File: config.mk
export PLATFORM = sky130hd
export DESIGN_NAME = ram_sdp_be
export DESIGN_NICKNAME = d
export VERILOG_FILES = /design/src/rtl/ram_pkg.sv /design/src/rtl/ram_clear_fsm.sv /design/src/rtl/ram_sdp_be.sv
export SDC_FILE = /design/constraint.sdc
export NUM_CORES = 1
export LEC_CHECK = 0
export BUFFER_PORTS_ARGS = -buffer_cell sky130_fd_sc_hd__buf_4
export CAP_MARGIN = 10
export CORE_MARGIN = 2
export CORE_UTILIZATION = 40
export DETAILED_ROUTE_END_ITERATION = 16
export SLEW_MARGIN = 20
export SYNTH_ARGS = -nofsm -noshare
export SYNTH_HDL_FRONTEND = slang
export SYNTH_HIERARCHICAL = 1
export SYNTH_SLANG_ARGS = --single-unit
File: constraint.sdc
create_clock -name clk -period 3.4 [get_ports clk]
set_input_delay 0 -clock clk [delete_from_list [all_inputs] [get_ports clk]]
set_output_delay 0 -clock clk [all_outputs]
set_load 0.005 [all_outputs]
File: src/rtl/ram_pkg.sv
// Shared types and helpers for the simple-dual-port byte-enable RAM.
package ram_pkg;

  localparam int BYTE_W = 8;

  typedef enum logic {
    RDW_OLD = 1'b0,
    RDW_NEW = 1'b1
  } rdw_mode_e;

  typedef enum logic {
    ST_CLEAR = 1'b0,
    ST_READY = 1'b1
  } ram_state_e;

  // One byte lane of a byte-enable write: take the new byte when enabled.
  function automatic logic [BYTE_W-1:0] be_merge(
    input logic [BYTE_W-1:0] old_b,
    input logic [BYTE_W-1:0] new_b,
    input logic              be
  );
    return be ? new_b : old_b;
  endfunction

endpackage

File: src/rtl/ram_clear_fsm.sv
// Post-reset clear engine: walks every word once, writing zero, then reports ready.
import ram_pkg::*;

module ram_clear_fsm #(
  parameter int DEPTH          = 8,
  parameter int ADDR_W         = 3,
  parameter bit CLEAR_ON_RESET = 1'b1
) (
  input  logic              clk,
  input  logic              rst_n,
  output ram_state_e        state,
  output logic              busy,
  output logic              clr_we,
  output logic [ADDR_W-1:0] clr_addr
);

  localparam logic [ADDR_W-1:0] LAST_ADDR = ADDR_W'(DEPTH - 1);

  ram_state_e        state_q, state_d;
  logic [ADDR_W-1:0] clr_cnt_q, clr_cnt_d;

  always_comb begin
    state_d   = state_q;
    clr_cnt_d = clr_cnt_q;
    clr_we    = 1'b0;
    if (state_q == ST_CLEAR) begin
      clr_we = 1'b1;
      if (clr_cnt_q == LAST_ADDR) begin
        state_d   = ST_READY;
        clr_cnt_d = '0;
      end else begin
        clr_cnt_d = clr_cnt_q + 1'b1;
      end
    end
  end

  always_ff @(posedge clk) begin
    if (!rst_n) begin
      state_q   <= CLEAR_ON_RESET ? ST_CLEAR : ST_READY;
      clr_cnt_q <= '0;
    end else begin
      state_q   <= state_d;
      clr_cnt_q <= clr_cnt_d;
    end
  end

  assign state    = state_q;
  assign busy     = (state_q == ST_CLEAR);
  assign clr_addr = clr_cnt_q;

endmodule

File: src/rtl/ram_sdp_be.sv
// Simple-dual-port RAM with byte enables, 1- or 2-cycle read latency,
// selectable read-during-write behaviour, range checking and post-reset clear.
import ram_pkg::*;

module ram_sdp_be #(
  parameter int WIDTH          = 32,
  parameter int DEPTH          = 8,
  parameter int RD_LATENCY     = 1,
  parameter int RDW_MODE       = 0,
  parameter bit CLEAR_ON_RESET = 1'b1,
  localparam int BE_W          = WIDTH / 8,
  localparam int ADDR_W        = (DEPTH > 1) ? $clog2(DEPTH) : 1
) (
  input  logic              clk,
  input  logic              rst_n,
  input  logic              we,
  input  logic [ADDR_W-1:0] waddr,
  input  logic [WIDTH-1:0]  wdata,
  input  logic [BE_W-1:0]   wbe,
  input  logic              re,
  input  logic [ADDR_W-1:0] raddr,
  output logic [WIDTH-1:0]  rdata,
  output logic              rvalid,
  output logic              busy,
  output logic              err
);

  localparam logic [ADDR_W:0] DEPTH_C = (ADDR_W + 1)'(DEPTH);
  localparam rdw_mode_e       RDW     = (RDW_MODE != 0) ? RDW_NEW : RDW_OLD;

  logic [WIDTH-1:0] mem_q [DEPTH];

  ram_state_e        state;
  logic              clr_we;
  logic [ADDR_W-1:0] clr_addr;

  ram_clear_fsm #(
    .DEPTH          (DEPTH),
    .ADDR_W         (ADDR_W),
    .CLEAR_ON_RESET (CLEAR_ON_RESET)
  ) u_clear (
    .clk      (clk),
    .rst_n    (rst_n),
    .state    (state),
    .busy     (busy),
    .clr_we   (clr_we),
    .clr_addr (clr_addr)
  );

  logic              ready, wr_in_range, rd_in_range, wr_ok, wr_fault, collide;
  logic [ADDR_W-1:0] waddr_idx, raddr_idx, mem_wr_addr;
  logic [WIDTH-1:0]  old_word, wr_merged, mem_wr_data, rd_now_data;
  logic              mem_wr_en, rd_now_valid, rd_now_err;

  always_comb begin
    ready       = (state == ST_READY);
    wr_in_range = ({1'b0, waddr} < DEPTH_C);
    rd_in_range = ({1'b0, raddr} < DEPTH_C);
    // Out-of-range addresses are steered to word 0 so the array is never indexed past its end.
    waddr_idx   = wr_in_range ? waddr : '0;
    raddr_idx   = rd_in_range ? raddr : '0;
    wr_ok       = ready && we && wr_in_range;
    wr_fault    = ready && we && !wr_in_range;

    old_word  = mem_q[waddr_idx];
    wr_merged = old_word;
    for (int b = 0; b < BE_W; b++) begin
      wr_merged[b*BYTE_W +: BYTE_W] = be_merge(old_word[b*BYTE_W +: BYTE_W],
                                               wdata[b*BYTE_W +: BYTE_W], wbe[b]);
    end

    collide      = wr_ok && rd_in_range && (waddr == raddr);
    rd_now_valid = ready && re;
    rd_now_err   = rd_now_valid && !rd_in_range;
    if (!rd_in_range) begin
      rd_now_data = '0;
    end else if (collide && (RDW == RDW_NEW)) begin
      rd_now_data = wr_merged;
    end else begin
      rd_now_data = mem_q[raddr_idx];
    end

    mem_wr_en   = clr_we || wr_ok;
    mem_wr_addr = clr_we ? clr_addr : waddr_idx;
    mem_wr_data = clr_we ? '0 : wr_merged;
  end

  always_ff @(posedge clk) begin
    if (mem_wr_en) begin
      mem_q[mem_wr_addr] <= mem_wr_data;
    end
  end

  logic             src_valid, src_err;
  logic [WIDTH-1:0] src_data;

  if (RD_LATENCY == 2) begin : g_lat2
    logic             pipe_valid_q, pipe_err_q;
    logic [WIDTH-1:0] pipe_data_q;

    always_ff @(posedge clk) begin
      if (!rst_n) begin
        pipe_valid_q <= 1'b0;
        pipe_err_q   <= 1'b0;
        pipe_data_q  <= '0;
      end else begin
        pipe_valid_q <= rd_now_valid;
        pipe_err_q   <= rd_now_err;
        pipe_data_q  <= rd_now_data;
      end
    end

    assign src_valid = pipe_valid_q;
    assign src_err   = pipe_err_q;
    assign src_data  = pipe_data_q;
  end else begin : g_lat1
    assign src_valid = rd_now_valid;
    assign src_err   = rd_now_err;
    assign src_data  = rd_now_data;
  end

  logic [WIDTH-1:0] rdata_q, rdata_d;
  logic             rvalid_q, rvalid_d, err_q, err_d;

  always_comb begin
    rvalid_d = src_valid;
    rdata_d  = src_valid ? src_data : rdata_q;
    err_d    = wr_fault || (src_valid && src_err);
  end

  always_ff @(posedge clk) begin
    if (!rst_n) begin
      rdata_q  <= '0;
      rvalid_q <= 1'b0;
      err_q    <= 1'b0;
    end else begin
      rdata_q  <= rdata_d;
      rvalid_q <= rvalid_d;
      err_q    <= err_d;
    end
  end

  assign rdata  = rdata_q;
  assign rvalid = rvalid_q;
  assign err    = err_q;

endmodule

==> results of run 1 <==
power by group:
group	leakage (nW)	internal, mW	switching (mW)	total [mW]
clock	0.503	2.01	1.38	3.39
combinational	2.79	0.303	0.468	0.772
sequential	2.77	4.05	0.0671	4.12
cells by family (layout without fill, tap and decap cells):
family	Yosys count	after routing	synth area share, %
AND/OR/NAND/NOR	220	220	7.71
AO/OA/AOI/OAI	170	170	7.88
flip-flops	293	293	62.0
multiplexers	258	258	19.0
buffers and inverters	84	182	3.25
adder cells (fa/ha/maj)	2	2	0.184
other	1	1	0.0276
worst max-delay path, delay by kind of cell (launching register included):
family                 cells  cell delay, ps
flip-flops                 1             520
AND/OR/NAND/NOR            2             310
buffers and inverters      3            1150
AO/OA/AOI/OAI              1             130
per-stage QoR:
step | area [sq um] | instances | setup slack, ps | utilization, % | hold slack [ps]
floorplan | 13600 | 1028 | 294 | - | 117
global placement | 14700 | 1508 | 974 | 44.0 | 269
detailed placement | 14700 | 1508 | 919 | 44.0 | 279
CTS | 15900 | 1574 | 904 | 47.3 | 1.11
global route | 15900 | 1574 | 751 | 47.3 | 19.2
finish | 15900 | 1574 | 904 | 47.3 | -2.52
final timing paths:
path                 end  slack, ps  cells after the start
min reg2reg    rdata[12]        530                      2
min          mem_q[7][3]         -3                      3
max reg2reg  mem_q[4][7]        900                      6
max          mem_q[4][7]        900                      6
layer usage:
metal / wire, um / part of all wire (%) / GRT usage, %
met3: 1550 / 4.4 / 2.14
met1: 15800 / 45 / 26.5
met2: 17100 / 49 / 33.7
met4: 641 / 1.8 / 4.15
met5: 0 / 0 / 0
sequential cells by signal, summed over array words and instances (netlist names):
register / flops
mem_q: 256
rdata: 32
u_clear/state: 1
u_clear/clr_addr: 3
rvalid: 1
layout by cell type (no fill, tap or decap), drive strengths merged, types with 3 or more instances in the layout:
| cell type | instances |
|---|---|
| inv | 3 |
| clkbuf | 38 |
| edfxtp | 256 |
| nor2b | 35 |
| mux2i | 258 |
| a21oi | 35 |
| dfxtp | 37 |
| o21ai | 32 |
| nor2 | 111 |
| clkinv | 14 |
| nand2 | 4 |
| buf | 112 |
| a22oi | 64 |
| bufinv | 4 |
| nor4 | 31 |
| o22ai | 32 |
| nor3 | 31 |
| dlygate4sd3 | 9 |
area by class of cell:
cell class	instances	area, sq um	share of cell area [%]
Multi-Input combinational cell	651	4800	30.3
Tap cell	448	561	3.54
Sequential cell	293	8430	53.2
Clock buffer	38	822	5.19
Clock inverter	19	196	1.24
Timing Repair Buffer	121	1030	6.47
Inverter	4	15.0	0.0947
==> results.yml, run 1 <==
logic_synthesis:
  synth-main-ff-cell: "edfxtp_1"
  ys_seq_area_share_pct: 62.0
  synth_nets: 1076
  synth_top_area_cell: "edfxtp_1"
  syn-cell-area_sq_um: 13600
  postSynthRegisterBits: 293
  synth-edff-count: 256
  synth_common_cells: "mux2i_1, edfxtp_1, nor2_1"
  syn_area_per_cell_sq_um: 13.2
  syn_inst: 1028
  synth_area_leaders: "edfxtp_1, mux2i_1, dfxtp_1, a22oi_1, nor2_1"
  netlist-cell-type-count: 32
  synthArstFlopShare_pct: 0
  synth_most_common_cell: "mux2i_1"
  synth_top_area_share_pct: 56.5
  ys_warn_count: 6
worst_setup_path:
  cp-start-kind: "register"
  timing.critical_path.cells: "clkinv_1 > buf_4 > nor2_1 > a31oi_1 > nor2_4 > buf_4"
  cpMostUsedCell: "buf_4"
  worst_path_largest_cell_delay_ps: 520
  worst_ep_arrival_time_ps: 2690
  cp_max_fo: 31
  slowest_stage: "dfxtp_1"
  cp.required_ps: 3590
  worstSetupEndpointType: "register"
  crit_start: "u_clear/state"
  critPathKind: "register to register"
  rr_startpoint: "u_clear/state"
place:
  hpwl_um: 20300
  numPortBuffers: 79
  gp_congestion: 0.741
pwr:
  ir_drop_mv: 0.392
  fin_total_pwr_mw: 8.28
  pwr_density_cell_nw_per_um2: 522
  p_leak_nw: 6.06
floorplanning:
  die_h_um: 188
  start_util_pct: 40.6
  die_w_um: 188
  die_area_sq_um: 35500
  rows: 67
  core_sq_um: 33500
  ioPinCount: 81
drt:
  ant_nets: 0
  drcViolationCount: 0
  drt-initial-drc-count: 517
  dr.pass1.iters: 6
  drt_wl_total_um: 35000
  vias_per_cell: 5.57
  vias: 8771
  wl_per_cell_um: 22.3
outcome:
  status: "complete, but fails checks"
  violations: "negative hold slack"
clock_tree:
  post_cts_buffers: 0
  clock_latency_ps: 560
  path_clk_slew_ps: 60
  cts.htree.levels: 1
  clockBufferDepth: 3
  cts_hold_buf: 9
  cts_sinks: 293
  numCtsBuffers: 31
  cts_root_buf: "clkbuf_16"
  ctsResizeCount: 0
  cts_tree: "yes"
final_layout:
  diodes: 0
  area_growth_pct: 16.5
  fin_nets: 1150
  fillers: 3028
  drive_above_1_share_pct: 15.3
global_routing:
  grt_pass1_wl_um: 52300
  gr-total-overflow: 0
  grt_pass1_vias: 8892
  grt_max_degree: 56
  track_usage_pct: 19.4
  antenna_found_initial: 0
timing:
  timing.hold.ws_ps: -2.52
  finalClockSkew_ps: 9.09
  setup-violations-final: 0
  worst_slew_pin_slew_ps: 1020
  finalCritPeriodShare_pct: 73.4
  tns_ps: 0
  period_needed_ps: 2500
  maxSlewHeadroom_pct: 31.8
  rsz0062_at_grt: "false"
  timing_hold_violations_final: 8
  final_max_slew_viol_count: 0
  fmax_mhz: 401
flow_run:
  drv_cap: 0
hold_path:
  min_from: "wdata[3]"
  min_path_type: "input pin to register"
(Power assumes the default switching activity.)
==> run 2, diff against run 1 <==
==> constraint.sdc (replaced) <==
create_clock -name clk -period 2.31 [get_ports clk]
set_input_delay 0 -clock clk [delete_from_list [all_inputs] [get_ports clk]]
set_output_delay 0 -clock clk [all_outputs]
set_load 0.005 [all_outputs]
==> run 2 against run 1 <==
Against the previous run: the run now ends clean; wire length increased by 0.95%; global-route usage increased by 0.35 points; sequential share of layout area decreased by 0.72 points; via count increased by 3.1%; design area increased by 1.4%; non-clock buffer count increased by 22; clock power increased by 38%; first-iteration DRC count increased by 24%; total power increased by 44%; worst hold slack improved by 7.6 ps; clock skew increased by 4.4 ps; largest cell class unchanged; highest routed layer unchanged.
==> results.yml, run 2 (same netlist as run 1, synthesis figures left out) <==
worst_setup_path:
  cp.required_ps: 2560
  cpLargestDelayFamily: "simple AND/OR/NAND/NOR gates"
  crit_buf_inv: 4
  cpMostUsedCell: "buf_4"
  cp-start-kind: "register"
  critPathKind: "register to register"
  cp_max_fo: 18
  worst_path_largest_cell_delay_ps: 600
  rrSetupSlack_ps: 220
  worst_ep_arrival_time_ps: 2350
  slowest_stage: "nor2_4"
  timing.critical_path.cells: "clkinv_1 > buf_4 > buf_4 > nor2_1 > a31oi_1 > nor2_4 > buf_12"
  worstSetupEndpointType: "register"
place:
  hpwl_um: 21300
  gp_congestion: 0.779
  numPortBuffers: 79
  pre_cts_slack_ps: 222
final_layout:
  top_register: "mem_q"
  fillers: 2979
  final_core_util_pct: 47.9
  largest_reg_flops: 256
  layout_commonest_cell: "mux2i_1"
  diodes: 0
  area_growth_pct: 18.2
  fin_nets: 1172
  final_cell_mix: "mux2i_1, edfxtp_1, buf_4"
  drive_above_1_share_pct: 16.4
floorplanning:
  start_util_pct: 40.6
  core_sq_um: 33500
  die_w_um: 188
  ioPinCount: 81
  rows: 67
  die_area_sq_um: 35500
  die_h_um: 188
drt:
  dr.pass1.iters: 5
  wl_per_cell_um: 22.2
  ant_nets: 0
  drt-initial-drc-count: 641
  vias: 9043
  vias_per_cell: 5.67
  drcViolationCount: 0
  drt_wl_total_um: 35400
timing:
  finalClockSkew_ps: 13.5
  final_max_slew_viol_count: 0
  period_needed_ps: 2090
  worst_slew_pin_slew_ps: 921
  fmax_mhz: 478
  maxSlewHeadroom_pct: 38.1
  finalCritPeriodShare_pct: 90.6
  setup-violations-final: 0
  rsz0062_at_grt: "false"
  fin_ws_ps: 218
  timing_hold_violations_final: 0
clock_tree:
  clockBufferDepth: 3
  path_clk_slew_ps: 60
  cts_sinks: 293
  numCtsBuffers: 31
  cts_root_buf: "clkbuf_16"
  cts_tree: "yes"
  clock_latency_ps: 560
  cts.htree.levels: 1
flow_run:
  drv_cap: 0
pwr:
  ir_drop_mv: 0.513
  pwr_density_cell_nw_per_um2: 744
  fin_total_pwr_mw: 12.0
  p_leak_nw: 6.17
global_routing:
  grt_pass1_vias: 9131
  track_usage_pct: 19.8
  gr-total-overflow: 0
  grt_pass1_wl_um: 54000
  grt_max_degree: 47
  antenna_found_initial: 0
hold_path:
  min_path_type: "input pin to register"
outcome:
  status: "finished, final reports clean"
run 2: cell count changes in the layout (fill, tap and decap cells not counted), moves of 3 or more:
cell,before,now
clkbuf_1,5,11
buf_4,103,118
bufinv_16,4,1
clkbuf_8,2,5
clkinv_2,10,4
buf_12,7,16
run 2: worst min-delay path, cell delays in order:
cell	delay [ps]
buf_4	110
nor2b_1	120
nor3_1	130
run 2: final cells by class:
type / instances / area [sq um] / area share, %
Clock buffer: 47 / 886 / 5.51
Clock inverter: 10 / 68.8 / 0.428
Inverter: 4 / 15.0 / 0.0934
Multi-Input combinational cell: 651 / 4810 / 30.0
Sequential cell: 293 / 8430 / 52.4
Tap cell: 448 / 561 / 3.49
Timing Repair Buffer: 143 / 1300 / 8.08
run 2: through the flow:
step / cell area (sq um) / setup TNS, ps / std cells / hold slack [ps]
6_report: 16100 / 0 / 1596 / 5.13
5_1_grt: 16100 / 0 / 1596 / 31.6
4_1_cts: 16100 / 0 / 1596 / 3.25
3_5_place_dp: 15000 / 0 / 1532 / 293
3_3_place_gp: 15000 / 0 / 1531 / 289
2_1_floorplan: 13600 / -81100 / 1028 / 117
run 2: final timing paths:
kind,start,end,cells past startpoint
worst max-delay path,u_clear/state,mem_q[4][0],7
worst min-delay path,wdata[20],mem_q[1][20],3
worst max register to register,u_clear/state,mem_q[4][0],7
worst min register to register,u_clear/clr_addr[0],u_clear/clr_addr[0],2
run 2: routing by layer:
metal	share of wire (%)	wire length (um)	track usage, %	vias up
li1	-	-	-	4138
met1	44	15600	26.7	4569
met2	48	17000	33.6	266
met3	4.8	1690	2.33	70
met4	2.9	1030	6.04	0
met5	0	0	0	-
run 2: repair_timing:
| action | CTS | global route |
|---|---|---|
| buffers inserted | 0 | 0 |
| hold endpoints to repair | 68 | 0 |
| gates resized for setup | 0 | 0 |
| hold buffers | 7 | 0 |
| setup endpoints to repair | 0 | 0 |
run 2: report_power, final:
| part | leakage [nW] | total [mW] | internal, mW | switching, mW |
|---|---|---|---|---|
| sequential | 2.77 | 6.07 | 5.97 | 0.100 |
| clock | 0.469 | 4.69 | 2.73 | 1.97 |
| combinational | 2.94 | 1.20 | 0.493 | 0.703 |
